File: src/rtl/rst_seq_release.sv
// -----------------------------------------------------------------------------
// rst_seq_release
//
// Reset-release sequencer. An asynchronous clear forces every staged reset
// output high at once. When the clear goes away, its removal is first passed
// through a short synchronizer clocked by C, and then the reset domains are
// released one at a time, HOLD_CYCLES active edges apart, lowest bit first.
// A synchronous re-sequence request restarts the staged release without
// going back through the synchronizer.
//
// Parameters:
//   IS_C_INVERTED   - 1: all state updates on the falling edge of C
//   IS_CLR_INVERTED - CLR is XORed with this bit before use
//   SYNC_STAGES     - depth of the release synchronizer (2..8)
//   NUM_OUTS        - number of staged reset outputs (1..16)
//   HOLD_CYCLES     - active edges between successive releases (1..65535)
//
// Ports:
//   C        in   clock
//   CLR      in   asynchronous clear, active-high after IS_CLR_INVERTED
//   REQ      in   synchronous re-sequence request
//   RST_OUT  out  staged resets, active-high, bit 0 releases first
//   DONE     out  high once every RST_OUT bit has been released
// -----------------------------------------------------------------------------
module rst_seq_release #(
    parameter logic IS_C_INVERTED   = 1'b0,
    parameter logic IS_CLR_INVERTED = 1'b0,
    parameter int   SYNC_STAGES     = 3,
    parameter int   NUM_OUTS        = 4,
    parameter int   HOLD_CYCLES     = 16
) (
    input  logic                C,
    input  logic                CLR,
    input  logic                REQ,
    output logic [NUM_OUTS-1:0] RST_OUT,
    output logic                DONE
);

    // Counter widths never drop below one bit, so the single-output and
    // single-cycle-hold configurations still have a real register to compare.
    localparam int CNT_W = (HOLD_CYCLES > 1) ? $clog2(HOLD_CYCLES) : 1;
    localparam int IDX_W = (NUM_OUTS > 1) ? $clog2(NUM_OUTS) : 1;

    localparam logic [CNT_W-1:0] CNT_MAX = CNT_W'(HOLD_CYCLES - 1);
    localparam logic [IDX_W-1:0] IDX_MAX = IDX_W'(NUM_OUTS - 1);

    typedef enum logic [1:0] {
        ST_SYNC = 2'd0,
        ST_HOLD = 2'd1,
        ST_DONE = 2'd2
    } state_t;

    logic                   clkInt;
    logic                   clrInt;
    logic [SYNC_STAGES-1:0] syncChain_q;
    state_t                 state_q;
    logic [CNT_W-1:0]       cnt_q;
    logic [IDX_W-1:0]       idx_q;
    logic [NUM_OUTS-1:0]    rstOut_q;
    logic                   done_q;
    logic [NUM_OUTS-1:0]    releaseMask_d;

    // Polarity selection is done once here so the rest of the design only
    // ever sees a rising active edge and an active-high clear.
    assign clkInt = C ^ IS_C_INVERTED;
    assign clrInt = CLR ^ IS_CLR_INVERTED;

    // One-hot mask picking the output that releases on the current hold
    // expiry. Built as a shift so no bit-select with a variable index is
    // needed on the output register.
    always_comb begin
        releaseMask_d = NUM_OUTS'(1) << idx_q;
    end

    // Sequencer. The synchronizer shifts zeros in on every edge once the
    // clear is gone; a re-sequence request does not re-arm it, so after the
    // first release the chain simply stays at zero. REQ has priority over
    // anything the FSM would otherwise do on the same edge, including a
    // release that was due on that edge.
    always_ff @(posedge clkInt or posedge clrInt) begin
        if (clrInt) begin
            syncChain_q <= '1;
            state_q     <= ST_SYNC;
            cnt_q       <= '0;
            idx_q       <= '0;
            rstOut_q    <= '1;
            done_q      <= 1'b0;
        end else begin
            syncChain_q <= {syncChain_q[SYNC_STAGES-2:0], 1'b0};
            if (REQ) begin
                state_q  <= ST_HOLD;
                cnt_q    <= '0;
                idx_q    <= '0;
                rstOut_q <= '1;
                done_q   <= 1'b0;
            end else begin
                case (state_q)
                    ST_SYNC: begin
                        if (!syncChain_q[SYNC_STAGES-1]) begin
                            state_q <= ST_HOLD;
                            cnt_q   <= '0;
                            idx_q   <= '0;
                        end
                    end
                    ST_HOLD: begin
                        if (cnt_q == CNT_MAX) begin
                            rstOut_q <= rstOut_q & ~releaseMask_d;
                            cnt_q    <= '0;
                            if (idx_q == IDX_MAX) begin
                                state_q <= ST_DONE;
                                done_q  <= 1'b1;
                            end else begin
                                idx_q <= idx_q + 1'b1;
                            end
                        end else begin
                            cnt_q <= cnt_q + 1'b1;
                        end
                    end
                    ST_DONE: begin
                        rstOut_q <= '0;
                        done_q   <= 1'b1;
                    end
                    default: begin
                        state_q <= ST_SYNC;
                    end
                endcase
            end
        end
    end

    assign RST_OUT = rstOut_q;
    assign DONE    = done_q;

endmodule

File: config.mk
export PLATFORM = sky130hd
export DESIGN_NAME = rst_seq_release
export DESIGN_NICKNAME = d
export VERILOG_FILES = /design/src/rtl/rst_seq_release.sv
export SDC_FILE = /design/constraint.sdc
export NUM_CORES = 1
export LEC_CHECK = 0
export BUFFER_PORTS_ARGS = -buffer_cell sky130_fd_sc_hd__buf_2
export CAP_MARGIN = 5
export CORE_MARGIN = 2
export CORE_UTILIZATION = 50
export DETAILED_ROUTE_END_ITERATION = 8
export PLACE_DENSITY = 0.67
export REMOVE_ABC_BUFFERS = 1
export SLEW_MARGIN = 20
export SYNTH_ARGS = -nofsm -noshare
export SYNTH_HDL_FRONTEND = slang
export SYNTH_SLANG_ARGS = --single-unit
File: constraint.sdc
create_clock -name C -period 1.8 [get_ports C]
set_input_delay 0.54 -clock C [delete_from_list [all_inputs] [get_ports C]]
set_output_delay 0.54 -clock C [all_outputs]
set_load 0.005 [all_outputs]
-- Yosys cells after proc, flatten, opt, wreduce, memory -nomap -nowiden
Index checks and enable logic that the tools add are counted.
- register bits: 16
- latch bits: 0
- bits in writable memories: 0
- bits in read-only memories: 0
- output and inout bits: 5
- memories: 0
- $add $sub $neg: 2
- multiply operators: 0
- div/mod/pow operators: 0
- $lt $le $gt $ge: 0
- equality and inequality tests: 9
- shift operators: 1
- multiplexer cells: 21
- bitwise operators: 2
- reductions and logical operators: 8
- operators with widths (operator ; number):
    2-to-1 mux 4 bit ; 5
    2-to-1 mux 2 bit ; 8
    case mux 4 bit (2 select lines) ; 2
    inequality test 3 bit (second input constant) ; 4
    AND reduction 4 bit ; 2
    case mux 2 bit (3 select lines) ; 1
    nonzero test 3 bit ; 2
    adder 4 x 1 -> 4 bit (second input constant) ; 1
    AND 4 bit ; 1
    equality test 2 bit (second input constant) ; 2
    equality test 4 bit (second input constant) ; 1
    inverter 4 bit ; 1
    case mux 2 bit (2 select lines) ; 1
    AND reduction 2 bit ; 2
    left shift 1 x 2 -> 4 bit (first input constant) ; 1
    2-to-1 mux 1 bit ; 3
    AND reduction 3 bit ; 1
    adder 2 x 1 -> 2 bit (second input constant) ; 1
    equality test 2 x 1 -> 1 bit (second input constant) ; 1
    logical NOT 2 bit ; 1
    inequality test 2 bit (second input constant) ; 1
    case mux 1 bit (2 select lines) ; 1

-- Longest topological paths before layout
- depth after elaboration: 6
- gate-level depth with buffers: 5
- mapped depth without buffers: 5

-- Least setup slack after synthesis
No wires, ideal clock.
- path kind: input to register
- start: input REQ
- end: register idx_q[0]
- library setup time: 76 ps
- arrival: 1307 ps
- data required time: 1724 ps
- slack: 416 ps
- stages: 5
- buffers on the path: 1
- cell sequence: buf_6 or3b_4 nor2_2 o21ai_1 o21ai_1
- word-level cells in the longest chain between the ends: 2
- elaborated cells on any way between the ends: 6
- those cells by class: eq/ne: 3; mux: 1; reduce/logical: 2
- RTL lines (element ; line ; text):
    start: declaration ; 34 ; input logic REQ,
    inequality test 3 bit (no source line) or nonzero test 3 bit (tied branches) ; - ;
    AND reduction 4 bit (no source line) ; - ;
    end signal: assignment ; 113 ; idx_q <= idx_q + 1'b1;
    end: declaration ; 58 ; logic [IDX_W-1:0] idx_q;
Several ways; a longest one is shown, not always the timed one.
A chain may end at the register's enable or synchronous reset.

-- Worst setup path after layout
- start: register rstOut_q[1], in the netlist RST_OUT[1]
- end: output RST_OUT[1]
- RTL lines (element ; line ; text):
    start: declaration ; 59 ; logic [NUM_OUTS-1:0] rstOut_q;
    start signal: assignment ; 107 ; rstOut_q <= rstOut_q & ~releaseMask_d;
    end: declaration ; 35 ; output logic [NUM_OUTS-1:0] RST_OUT,
No word-level cell between the ends.

==> metrics.cfg <==
[status]
status=completed

[clocking]
cts.sinks=16
cts_resized=0
cts.htree.levels=1
clk_pin_slew_ps=100
cts_buffer_depth=2
hold_buffers=0
cts_buffers=3
clk_latency_ps=290
root_buffer=clkbuf_4
postCtsSetupRepairBufs=0
cts_tree=yes

[timing]
post-route-period-util_pct=81.8
fmax_mhz=679
maxSlewHeadroom_pct=61.8
finalCriticalPeriod_ps=1470
setup_viol=0
drv_slew=0
rsz0062_at_grt=no
fin_skew_ps=9.67
worstMarginPinSlew_ps=572
fin_setup_tns_ps=0
hold_viol=0

[setup_path]
path_cells=buf_2
cp.required_ps=1260
cp_max_fo=2
cpMaxStageDelayCell=dfstp_2
path_buf_inv=1
crit_type=flip-flop to output port
cpPeakStageDelay_ps=540
cp-end-kind=output port
critPathTopFamily=flip-flops
path_depth=1
cp.arrival_ps=930
reg2reg_depth=5
start_kind=flip-flop

[place]
io_buffer_count=7
gp_congestion=0.794
dpl_cell_area_um2=810
dp_hpwl_um=843

[logic_synthesis]
synthTopCellsByArea=dfrtp_1 (29%), dfstp_2 (24%), ha_1 (8.2%), a31o_2 (4.6%), nand2_1 (4.4%)
yosysTopAreaCell=dfrtp_1
yosysSeqAreaShare_pct=53.4
postSynth.asyncResetShare_pct=100
syn-mean-instance-area_um2=10.9
syn-cell-area_um2=766
synth_edf_count=0
netlist.area_leader.share_pct=29.4
yosysWarnings=0
ys_seq_elements=16
synth.distinct_cells=24
yosys_most_used_dff=dfrtp_1
syn_inst=70

[grt]
track_usage_pct=15.9
grt_pass1_wl_um=2150
grt_max_degree=17
grt_pass1_vias=510
overflow=0
antenna_found_initial=0

[pwr]
p_per_area_nw_per_um2=764
leakage_nw=0.377
finalPower_uw=646
peakVddDrop_mv=0.454

[floorplan]
fp.dieH_um=43.1
coreArea_um2=1470
die_x_um=43.1
core.rowCount=14
start_util_pct=52.0
dieArea_um2=1860
io_pins=8

[worst_hold_path]
worstHoldPathType=input port to async pin

[routing]
drt_iter0_drc=17
drc=0
dr.pass1.iters=4
drt_wl_total_um=1160
num_vias=532
antenna_left=0
vias_per_cell=5.54
wl_per_cell_um=12.1

[run]
max-cap-violations=0

[cells_and_area]
area_delta_synth_final_pct=10.5
insertedDiodeCount=0
nets=89
drive_above_1_share_pct=35.0
stdcell_area_um2=846
fin_util_pct=57.5

==> logic make-up (layout without fill, tap and decap cells) <==
kind of cell               Yosys count  after routing  share of synthesized area (%)
and+or+nand+nor                     25             25                           19.0
DFF                                 16             16                           53.4
AOI/OAI and AO/OA                   16             16                           14.5
adders and majority gates            5              5                           8.17
buffers and inverters                7             17                           4.41
other                                1              1                          0.490
==> state kept, by name, summed over array words and instances, names as in the netlist <==
register / count
state_q: 2
DONE: 1
cnt_q: 4
idx_q: 2
syncChain_q: 3
RST_OUT: 4
==> final timing paths <==
| kind | endpoint | slack [ps] | startpoint |
|---|---|---|---|
| hold reg to reg | syncChain_q[2]$_DFF_PP1_ | 360 | syncChain_q[1]$_DFF_PP1_ |
| max in group asynchronous | RST_OUT[0]$_DFFE_PP1P_ | 1120 | CLR |
| hold / removal | cnt_q[2]$_DFFE_PP0P_ | 290 | CLR |
| min in group C | syncChain_q[2]$_DFF_PP1_ | 360 | syncChain_q[1]$_DFF_PP1_ |
| setup / recovery | RST_OUT[1] | 330 | RST_OUT[1]$_DFFE_PP1P_ |
| setup reg to reg | RST_OUT[2]$_DFFE_PP1P_ | 360 | cnt_q[0]$_DFFE_PP0P_ |
==> worst reg2reg max path, delay by kind of cell (launching register included) <==
family,cells,cell delay [ps]
adders and majority gates,1,220
and+or+nand+nor,3,530
AOI/OAI and AO/OA,1,240
DFF,1,400
==> layer usage <==
layer / track usage, % / share of wire (%) / vias up / wire length [um]
met3: 3.83 / 4.1 / 5 / 48
li1: - / - / 261 / -
met4: 7.27 / 2.3 / 0 / 27
met2: 26.6 / 49 / 11 / 564
met1: 19.0 / 45 / 255 / 520
met5: 0 / 0 / - / 0
==> cell usage after synthesis, types with 2 or more instances <==
cell type / n
nor3b_2: 2
nand3_1: 5
nand2b_1: 2
a31o_2: 4
o21ai_1: 3
o21ai_0: 3
nand2_1: 9
inv_1: 6
dfstp_2: 7
dfrtp_1: 9
ha_1: 5
nor2_1: 3
==> where the power goes <==
group	leakage, nW	internal, mW	switching [mW]	total [mW]
logic	0.164	0.0105	0.0189	0.0293
clock network	0.0210	0.123	0.116	0.239
registers	0.192	0.371	0.00616	0.378
==> cell usage in the layout (no fill, tap or decap), drive strengths merged <==
cell type	count
a31o	4
dfrtp	9
a22o	1
dfstp	7
a211o	1
a21oi	2
buf	7
inv	6
a21o	1
nor3	1
nor2	4
and4b	1
nand2b	2
conb	1
o21a	1
nand3	5
nand2	9
or3b	1
clkbuf	4
ha	5
o21ai	6
nor3b	2
==> through the flow <==
stage                     hold slack, ps  worst slack, ps  std cells
after floorplan                      345              521         69
after global placement               346              318         92
after detailed placement             347              317         92
after CTS                            309              319         96
after global routing                 344              214         96
final                                291              327         96
==> area by class of cell <==
type / count / area, um^2
Fill cell: 141 / 626
Timing Repair Buffer: 7 / 35.0
Multi-Input combinational cell: 47 / 323
Sequential cell: 16 / 409
Tap cell: 16 / 20.0
Inverter: 6 / 22.5
Clock buffer: 4 / 36.3
Note: power is estimated with default switching activity, not from simulation.
